### src/rtl/disp_pkg.sv
// Shared types and helpers for the seven-segment scan controller.
package disp_pkg;

  typedef enum logic {
    BLANK = 1'b0,
    SHOW  = 1'b1
  } scan_state_t;

  localparam int DIGIT_W = 4;

  // Bits needed to hold 0..v-1; never narrower than one bit.
  function automatic int clog2(input int v);
    int r;
    int x;
    r = 0;
    x = v - 1;
    while (x > 0) begin
      r = r + 1;
      x = x >> 1;
    end
    return (r < 1) ? 1 : r;
  endfunction

endpackage

### src/rtl/disp_image_buf.sv
// Double-buffered display image: shadow accepts updates, active image is
// swapped in only when the scan engine signals a commit opportunity.
module disp_image_buf import disp_pkg::*; #(
  parameter int DIGITS = 8
) (
  input  logic                        clk,
  input  logic                        rst_n,
  input  logic                        commit,
  input  logic                        upd_valid,
  input  logic [DIGIT_W*DIGITS-1:0]   upd_data,
  input  logic [DIGITS-1:0]           upd_point,
  input  logic [DIGITS-1:0]           upd_le,
  output logic                        upd_ready,
  output logic                        upd_done,
  output logic [DIGIT_W*DIGITS-1:0]   act_data,
  output logic [DIGITS-1:0]           act_point,
  output logic [DIGITS-1:0]           act_le
);

  logic [DIGIT_W*DIGITS-1:0] shd_data;
  logic [DIGITS-1:0]         shd_point;
  logic [DIGITS-1:0]         shd_le;
  logic                      pending;
  logic                      accept;

  assign upd_ready = ~pending;
  assign accept    = upd_valid & ~pending;

  // Accept needs pending=0 and commit needs pending=1, so they never collide.
  always_ff @(posedge clk or negedge rst_n) begin
    if (!rst_n) begin
      shd_data  <= '0;
      shd_point <= '0;
      shd_le    <= '0;
      act_data  <= '0;
      act_point <= '0;
      act_le    <= '0;
      pending   <= 1'b0;
      upd_done  <= 1'b0;
    end else begin
      upd_done <= commit & pending;
      if (commit && pending) begin
        act_data  <= shd_data;
        act_point <= shd_point;
        act_le    <= shd_le;
        pending   <= 1'b0;
      end else if (accept) begin
        shd_data  <= upd_data;
        shd_point <= upd_point;
        shd_le    <= upd_le;
        pending   <= 1'b1;
      end
    end
  end

endmodule

### src/rtl/disp_scan_ctrl.sv
// Multiplexed scan of a common-anode seven-segment display with a blanking
// gap before each digit and frame-aligned image updates.
module disp_scan_ctrl import disp_pkg::*; #(
  parameter int DIGITS    = 8,
  parameter int SHOW_CYC  = 100000,
  parameter int BLANK_CYC = 1000
) (
  input  logic                           clk,
  input  logic                           rst_n,
  input  logic                           en,
  input  logic                           upd_valid,
  output logic                           upd_ready,
  input  logic [DIGIT_W*DIGITS-1:0]      upd_data,
  input  logic [DIGITS-1:0]              upd_point,
  input  logic [DIGITS-1:0]              upd_le,
  output logic                           upd_done,
  output logic [DIGIT_W-1:0]             hex,
  output logic                           point,
  output logic                           le,
  output logic [DIGITS-1:0]              an,
  output logic [clog2(DIGITS)-1:0]       digit_idx,
  output logic                           frame_tick
);

  localparam int IDX_W = clog2(DIGITS);
  localparam int CNT_W = clog2((SHOW_CYC > BLANK_CYC) ? SHOW_CYC : BLANK_CYC);

  scan_state_t               state_q, state_d;
  logic [CNT_W-1:0]          count_q, count_d;
  logic [IDX_W-1:0]          idx_q, idx_d;
  logic                      tick_q, tick_d;
  logic                      run_q;
  logic                      boundary;
  logic                      commit;
  logic [DIGIT_W*DIGITS-1:0] act_data;
  logic [DIGITS-1:0]         act_point;
  logic [DIGITS-1:0]         act_le;

  // run_q remembers the previous en so a re-enable restarts the frame.
  always_ff @(posedge clk or negedge rst_n) begin
    if (!rst_n) begin
      state_q <= BLANK;
      count_q <= '0;
      idx_q   <= '0;
      tick_q  <= 1'b0;
      run_q   <= 1'b1;
    end else begin
      state_q <= state_d;
      count_q <= count_d;
      idx_q   <= idx_d;
      tick_q  <= tick_d;
      run_q   <= en;
    end
  end

  always_comb begin
    state_d  = state_q;
    count_d  = count_q;
    idx_d    = idx_q;
    tick_d   = 1'b0;
    boundary = 1'b0;
    if (!en || !run_q) begin
      state_d = BLANK;
      count_d = '0;
      idx_d   = '0;
      tick_d  = en;
    end else begin
      case (state_q)
        BLANK: begin
          if (count_q == CNT_W'(BLANK_CYC - 1)) begin
            state_d = SHOW;
            count_d = '0;
          end else begin
            count_d = count_q + CNT_W'(1);
          end
        end
        SHOW: begin
          if (count_q == CNT_W'(SHOW_CYC - 1)) begin
            state_d = BLANK;
            count_d = '0;
            if (idx_q == IDX_W'(DIGITS - 1)) begin
              idx_d    = '0;
              tick_d   = 1'b1;
              boundary = 1'b1;
            end else begin
              idx_d = idx_q + IDX_W'(1);
            end
          end else begin
            count_d = count_q + CNT_W'(1);
          end
        end
        default: begin
          state_d = BLANK;
          count_d = '0;
        end
      endcase
    end
  end

  // Disabling flushes any pending image straight away.
  assign commit = boundary | ~en;

  disp_image_buf #(.DIGITS(DIGITS)) u_image_buf (
    .clk       (clk),
    .rst_n     (rst_n),
    .commit    (commit),
    .upd_valid (upd_valid),
    .upd_data  (upd_data),
    .upd_point (upd_point),
    .upd_le    (upd_le),
    .upd_ready (upd_ready),
    .upd_done  (upd_done),
    .act_data  (act_data),
    .act_point (act_point),
    .act_le    (act_le)
  );

  always_comb begin
    hex   = act_data[int'(idx_q) * DIGIT_W +: DIGIT_W];
    point = act_point[idx_q];
    le    = (state_q == SHOW) && act_le[idx_q];
    for (int i = 0; i < DIGITS; i++) begin
      an[i] = !((state_q == SHOW) && (idx_q == IDX_W'(i)));
    end
  end

  assign digit_idx  = idx_q;
  assign frame_tick = tick_q;

endmodule

### config.mk
export PLATFORM = sky130hd
export DESIGN_NAME = disp_scan_ctrl
export DESIGN_NICKNAME = d
export VERILOG_FILES = /design/src/rtl/disp_pkg.sv /design/src/rtl/disp_image_buf.sv /design/src/rtl/disp_scan_ctrl.sv
export SDC_FILE = /design/constraint.sdc
export NUM_CORES = 1
export LEC_CHECK = 0
export BUFFER_PORTS_ARGS = -buffer_cell sky130_fd_sc_hd__clkbuf_2
export CAP_MARGIN = 10
export CORE_ASPECT_RATIO = 1.75
export CORE_UTILIZATION = 39
export CTS_CLUSTER_SIZE = 25
export DETAILED_ROUTE_END_ITERATION = 10
export GPL_ROUTABILITY_DRIVEN = 0
export PLACE_DENSITY = 0.68
export REMOVE_ABC_BUFFERS = 1
export SYNTH_ARGS = -nofsm -noshare
export SYNTH_HDL_FRONTEND = slang
export SYNTH_SLANG_ARGS = --single-unit
### constraint.sdc
create_clock -name clk -period 3.1 [get_ports clk]
set_clock_uncertainty 0.15 [all_clocks]
set_input_delay 0.31 -clock clk [delete_from_list [all_inputs] [get_ports clk]]
set_output_delay 0.31 -clock clk [all_outputs]
set_load 0.005 [all_outputs]
Yosys cells after proc, flatten, opt, wreduce, memory -nomap -nowiden
Cells that the tools add are included.

word-level totals
  output and inout bits = 20
  register bits after elaboration = 121
  logic and storage cells = 83

operators by class
  mux-type cells = 23
  bitwise gates (word level) = 7
  equal/unequal tests = 9
  shifts and indexed selects = 1
  add/subtract/negate cells = 2
  reduce and logical (&&, ||, !) cells = 27
  order comparisons = 1

operators by type and width
  kind                                                         count
  2-to-1 mux 17 bit                                            3
  case mux 17 bit (2 select lines)                             1
  indexed part select 32 x 6 -> 4 bit                          1
  adder 17 x 1 -> 17 bit (second input constant)               1
  equality test 17 x 10 -> 1 bit (second input constant)       1
  equality test 17 bit (second input constant)                 1
  equality test 3 bit (second input constant)                  4
  2-to-1 mux 1 bit                                             12
  2-to-1 mux 3 bit                                             4
  logical AND 1 bit                                            10
  logical NOT 1 bit                                            10
  binary-select mux 1 bit (select 3 bit)                       2
  equality test 3 x 2 -> 1 bit (second input constant)         2
  nonzero test 2 bit                                           3
  less-than comparator 3 x 4 -> 1 bit (second input constant)  1
  NOT 1 bit                                                    4
  AND reduction 2 bit                                          2
  adder 3 x 1 -> 3 bit (second input constant)                 1
  equality test 3 x 1 -> 1 bit (second input constant)         1
  logical NOT 3 bit                                            1
  AND 1 bit                                                    2
  case mux 1 bit (2 select lines)                              1
  logical OR 1 bit                                             1
  bitwise OR 1 bit                                             1

Logic depth before layout (Yosys ltp)
  depth in word-level cells = 9
  gate-level depth with buffers = 8
  gate-level depth less buffers = 6

By module
Synthesis repeated with hierarchy kept, for this count alone.

second synthesis, totals
  cell total of the unflattened synthesis = 370
  area, all modules = 5348.9 um2

by module, submodules not included
  module          cells an instance  area each (um2)  instances
  disp_image_buf  209                3717.3           1
  disp_scan_ctrl  161                1631.6           1

Least setup slack after synthesis
OpenSTA, ideal clock, no wires.

  path kind = register -> register
  start point = register count_q[0]
  end point = register u_image_buf.act_data[27]
  data arrival time = 2.298 ns
  data required time = 2.823 ns
  clock period less this slack = 2.575 ns
  library setup time = 0.127 ns
  cell stages (with the launch flop) = 9
  path slack = 0.525 ns
  path through = dfrtp_1 ha_1 or4bb_1 nor4_2 nand4_1 a21oi_2 buf_6 buf_6 mux2_1

on the way
  longest elaborated chain between the ends = 6

ends and longest elaborated chain
  element                   RTL line               RTL
  start: declaration        disp_scan_ctrl.sv:29   logic [CNT_W-1:0] count_q, count_d;
  start signal: assignment  disp_scan_ctrl.sv:49   count_q <= count_d;
  equality test 17 bit      disp_scan_ctrl.sv:78   if (count_q == CNT_W'(SHOW_CYC - 1)) begin
  2-to-1 mux 1 bit          disp_scan_ctrl.sv:78
  2-to-1 mux 1 bit          disp_scan_ctrl.sv:68   case (state_q)
  2-to-1 mux 1 bit          disp_scan_ctrl.sv:62   if (!en || !run_q) begin
  bitwise OR 1 bit          disp_scan_ctrl.sv:101  assign commit = boundary | ~en;
  logical AND 1 bit         disp_image_buf.sv:42   if (commit && pending) begin
  end signal: assignment    disp_image_buf.sv:43   act_data <= shd_data;
  end: declaration          disp_image_buf.sv:15   output logic [DIGIT_W*DIGITS-1:0] act_data,

Every way passes these cells.
A chain may end at the register's enable or synchronous reset.

Worst setup path after layout
  start point = register count_q[0]
  end point = register u_image_buf.act_data[0]

The elaborated chain is that of the path after synthesis.

==> summary.md <==
| Metric | Value |
|---|---|
| Status | completed |
| Register area | roughly 3000 sq um |
| Post-route minimum period | 2886 ps |
| Starting DRC count in detailed routing | 189 |
| CTS tree | yes |
| Vias in the first global route | 3,599 |
| Crit path max fanout | 26 |
| Commonest cells after routing, fill and taps aside | dfrtp_1, mux2_2, clkbuf_2, dlygate4sd3_1, nand2_1 |
| Top achievable clock speed | 0.3465 GHz |
| Area Overhead vs Synth | 32.37% |
| Post-Route WL | 10.66 mm |
| Setup bufs post-CTS | 0 |
| Main flop type after synthesis | dfrtp_1 |
| Max-Cap Viols | 0 |
| Maximum vdd drop | 0.4182 mV |
| H-tree Lvls | 4 |
| FF+latch count, synth | 121 |
| Buffers on Ports | ~70 |
| Largest net degree at the start of global routing | 74 |
| Setup TNS | 0 ps |
| Num CTS Buffers | 17 |
| Nets | 561 |
| Synth top area share | 57.46% |
| Area contributors post-synth | dfrtp_1, mux2_2, mux4_2 |
| Min Hold Slack | between 20 and 25 ps |
| Worst-path cell chain | ha_1 -> or4bb_1 -> nor4_2 -> nand4_1 -> a21oi_4 -> buf_12 -> mux2_2 |
| Post-Place Worst Slack | 232.2 ps |
| First-pass GRT wire length | 17.70 mm |
| HP Class | input pin to register |
| Seq/Total Area, Yosys | 57.96% |
| Kind of start point of the critical path | register |
| Largest stage delay, worst path | 430 ps |
| Layout cells sized above 1 | 41.75% |
| Setup-failing EPs final | 0 |
| Post-synth EDFFs | 0 |
| DRT antenna net count | 0 |
| Mapped Cells | 373 |
| Via count | ~3,400 |
| GRT Total Usage | 17.38% |
| Slew @ Worst Pin | 760.8 ps |
| Worst skew pair latency | 410 ps |
| Critical path type | register to register |
| Post-route clock period utilization | 93.11% |
| Final HPWL DP | 7.137 mm |
| Critical Path End Type | register |
| Synthesized cell area | 5226 sq um |
| Final core occ | 53.19% |
| Clk buf depth | 2 |
| Synth unique cells | 40 |
| CTS root buffer | clkbuf_16 |
| Rows | between 50 and 60 |
| Cell Pwr Density | 720.9 nW/um^2 |
| Syn. warnings | 0 |
| Worst Path Arrival | approximately 3000 ps |
| Unrepaired setup endpoints after global routing | no |
| Fin. Hold Viols | 0 |
| Antenna diodes | 0 |
| Worst Path Buf+Inv | 1 |
| Die ar. | 13,890 sq um |
| Clk slew on worst S/H paths | 50 ps |
| Post-synth top area cell | dfrtp_1 |
| Multi-input gate area | 2102 sq um |
| Worst path slowest cell | or4bb_1 |
| DIE HEIGHT | between 150 and 200 um |
| DIE WIDTH | 89.51 um |
| Via-to-Cell Ratio | roughly 5.0 |
| Avg WL per Cell | 15.53 um |
| Commonest non-fill, non-tap cell in the layout | dfrtp_1 |
| Final Worst Setup Slack | 213.7 ps |
| Worst endpoint required time | 3240 ps |
| Residual DRC | 0 |
| First-pass DRT Iterations | 4 |
| Max Slew Vio Count | 0 |
| # IOs | 72 |
| CP top delay family | simple AND/OR/NAND/NOR gates |
| Fraction of registers with async set/reset | 100.0% |
| Initial antenna violation count | 0 |
| Remaining global-route overflow | 0 |
| Static leakage | around 3 nW |
| Slew headroom | 49.17% |
| Fillers | between 1,000 and 1,500 |
| Core Region | 13,010 sq um |
| Clock Sink Count | 121 |
| Synth Area per Inst | 14.01 sq um |
| Starting Density | roughly two fifths |
| Final Power | 4.987 mW |
-- per-layer routing --
metal | vias to the layer above | track usage [%] | part of all wire, %
li1 | 1575 | - | -
met1 | 1747 | 20.20 | 40
met2 | 92 | 29.37 | 53
met3 | 25 | 4.350 | 4.2
met4 | 0 | 8.314 | 2.6
met5 | - | 0 | 0
-- layout make-up --
class / count / area share, %
Sequential cell: 121 / 43.79
Multi-Input combinational cell: 230 / 30.39
Timing Repair Buffer: 127 / 13.75
Clock buffer: 17 / 6.149
Tap cell: 171 / 3.093
Clock inverter: 15 / 2.568
Inverter: 5 / 0.2713
-- cell usage after synthesis, types with 2 or more instances --
master / number
dfrtp_1: 120
mux2_2: 87
nand2_1: 31
nor2_1: 22
mux4_2: 12
xor2_1: 12
nand3_1: 11
clkbuf_1: 9
mux2_1: 9
ha_1: 7
and3_1: 6
nand4_1: 6
inv_1: 4
buf_4: 3
xnor2_1: 3
a21oi_1: 2
and4_1: 2
buf_1: 2
buf_6: 2
nand4b_1: 2
nor2b_1: 2
-- state kept, by name (all words and copies together), names as in the netlist --
name                   cells
u_image_buf.pending        1
frame_tick                 1
u_image_buf.shd_data      32
u_image_buf.shd_point      8
u_image_buf.act_le         8
run_q                      1
digit_idx                  3
u_image_buf.upd_done       1
u_image_buf.act_point      8
u_image_buf.shd_le         8
count_q                   17
u_image_buf.act_data      32
state_q                    1
-- kinds of logic after synthesis --
kind of cell,share of synthesized area (%)
DFF,57.96
muxes,26.05
and+or+nand+nor,8.787
buffers and inverters,2.106
xor gates and xnor gates,2.514
AOI/OAI and AO/OA,0.9098
adders and majority gates,1.676
-- path summary, 6_finish.rpt --
check	to	depth (start not counted)	from	slack, ps
setup / recovery	u_image_buf.act_data[0]$_DFFE_PN0P_	7	count_q[0]$_DFF_PN0_	210
hold / removal	u_image_buf.shd_data[28]$_DFFE_PN0P_	2	upd_data[28]	20
setup reg to reg	u_image_buf.act_data[0]$_DFFE_PN0P_	7	count_q[0]$_DFF_PN0_	210
hold reg to reg	u_image_buf.act_data[29]$_DFFE_PN0P_	1	u_image_buf.act_data[29]$_DFFE_PN0P_	340
max in group asynchronous	u_image_buf.act_data[21]$_DFFE_PN0P_	3	rst_n	1660
min in group asynchronous	u_image_buf.act_le[5]$_DFFE_PN0P_	2	rst_n	320
-- timing repair --
item,4_1_cts,5_1_grt
resized for setup,0,0
endpoints found under the hold margin,95,1
hold buffers,48,1
-- per-stage QoR --
step / std cells / area [sq um]
floorplan: 356 / 5135
global placement: 605 / 5824
detailed placement: 605 / 5824
CTS: 685 / 6908
global route: 686 / 6918
finish: 686 / 6918
-- power by group --
group | switching, mW | total (mW) | internal [mW] | leakage, nW
registers | 0.220 | 2.22 | 2.00 | 1.46
clock network | 0.720 | 1.98 | 1.26 | 0.281
logic | 0.262 | 0.786 | 0.524 | 1.26
Power figures use the tool's default switching activity.
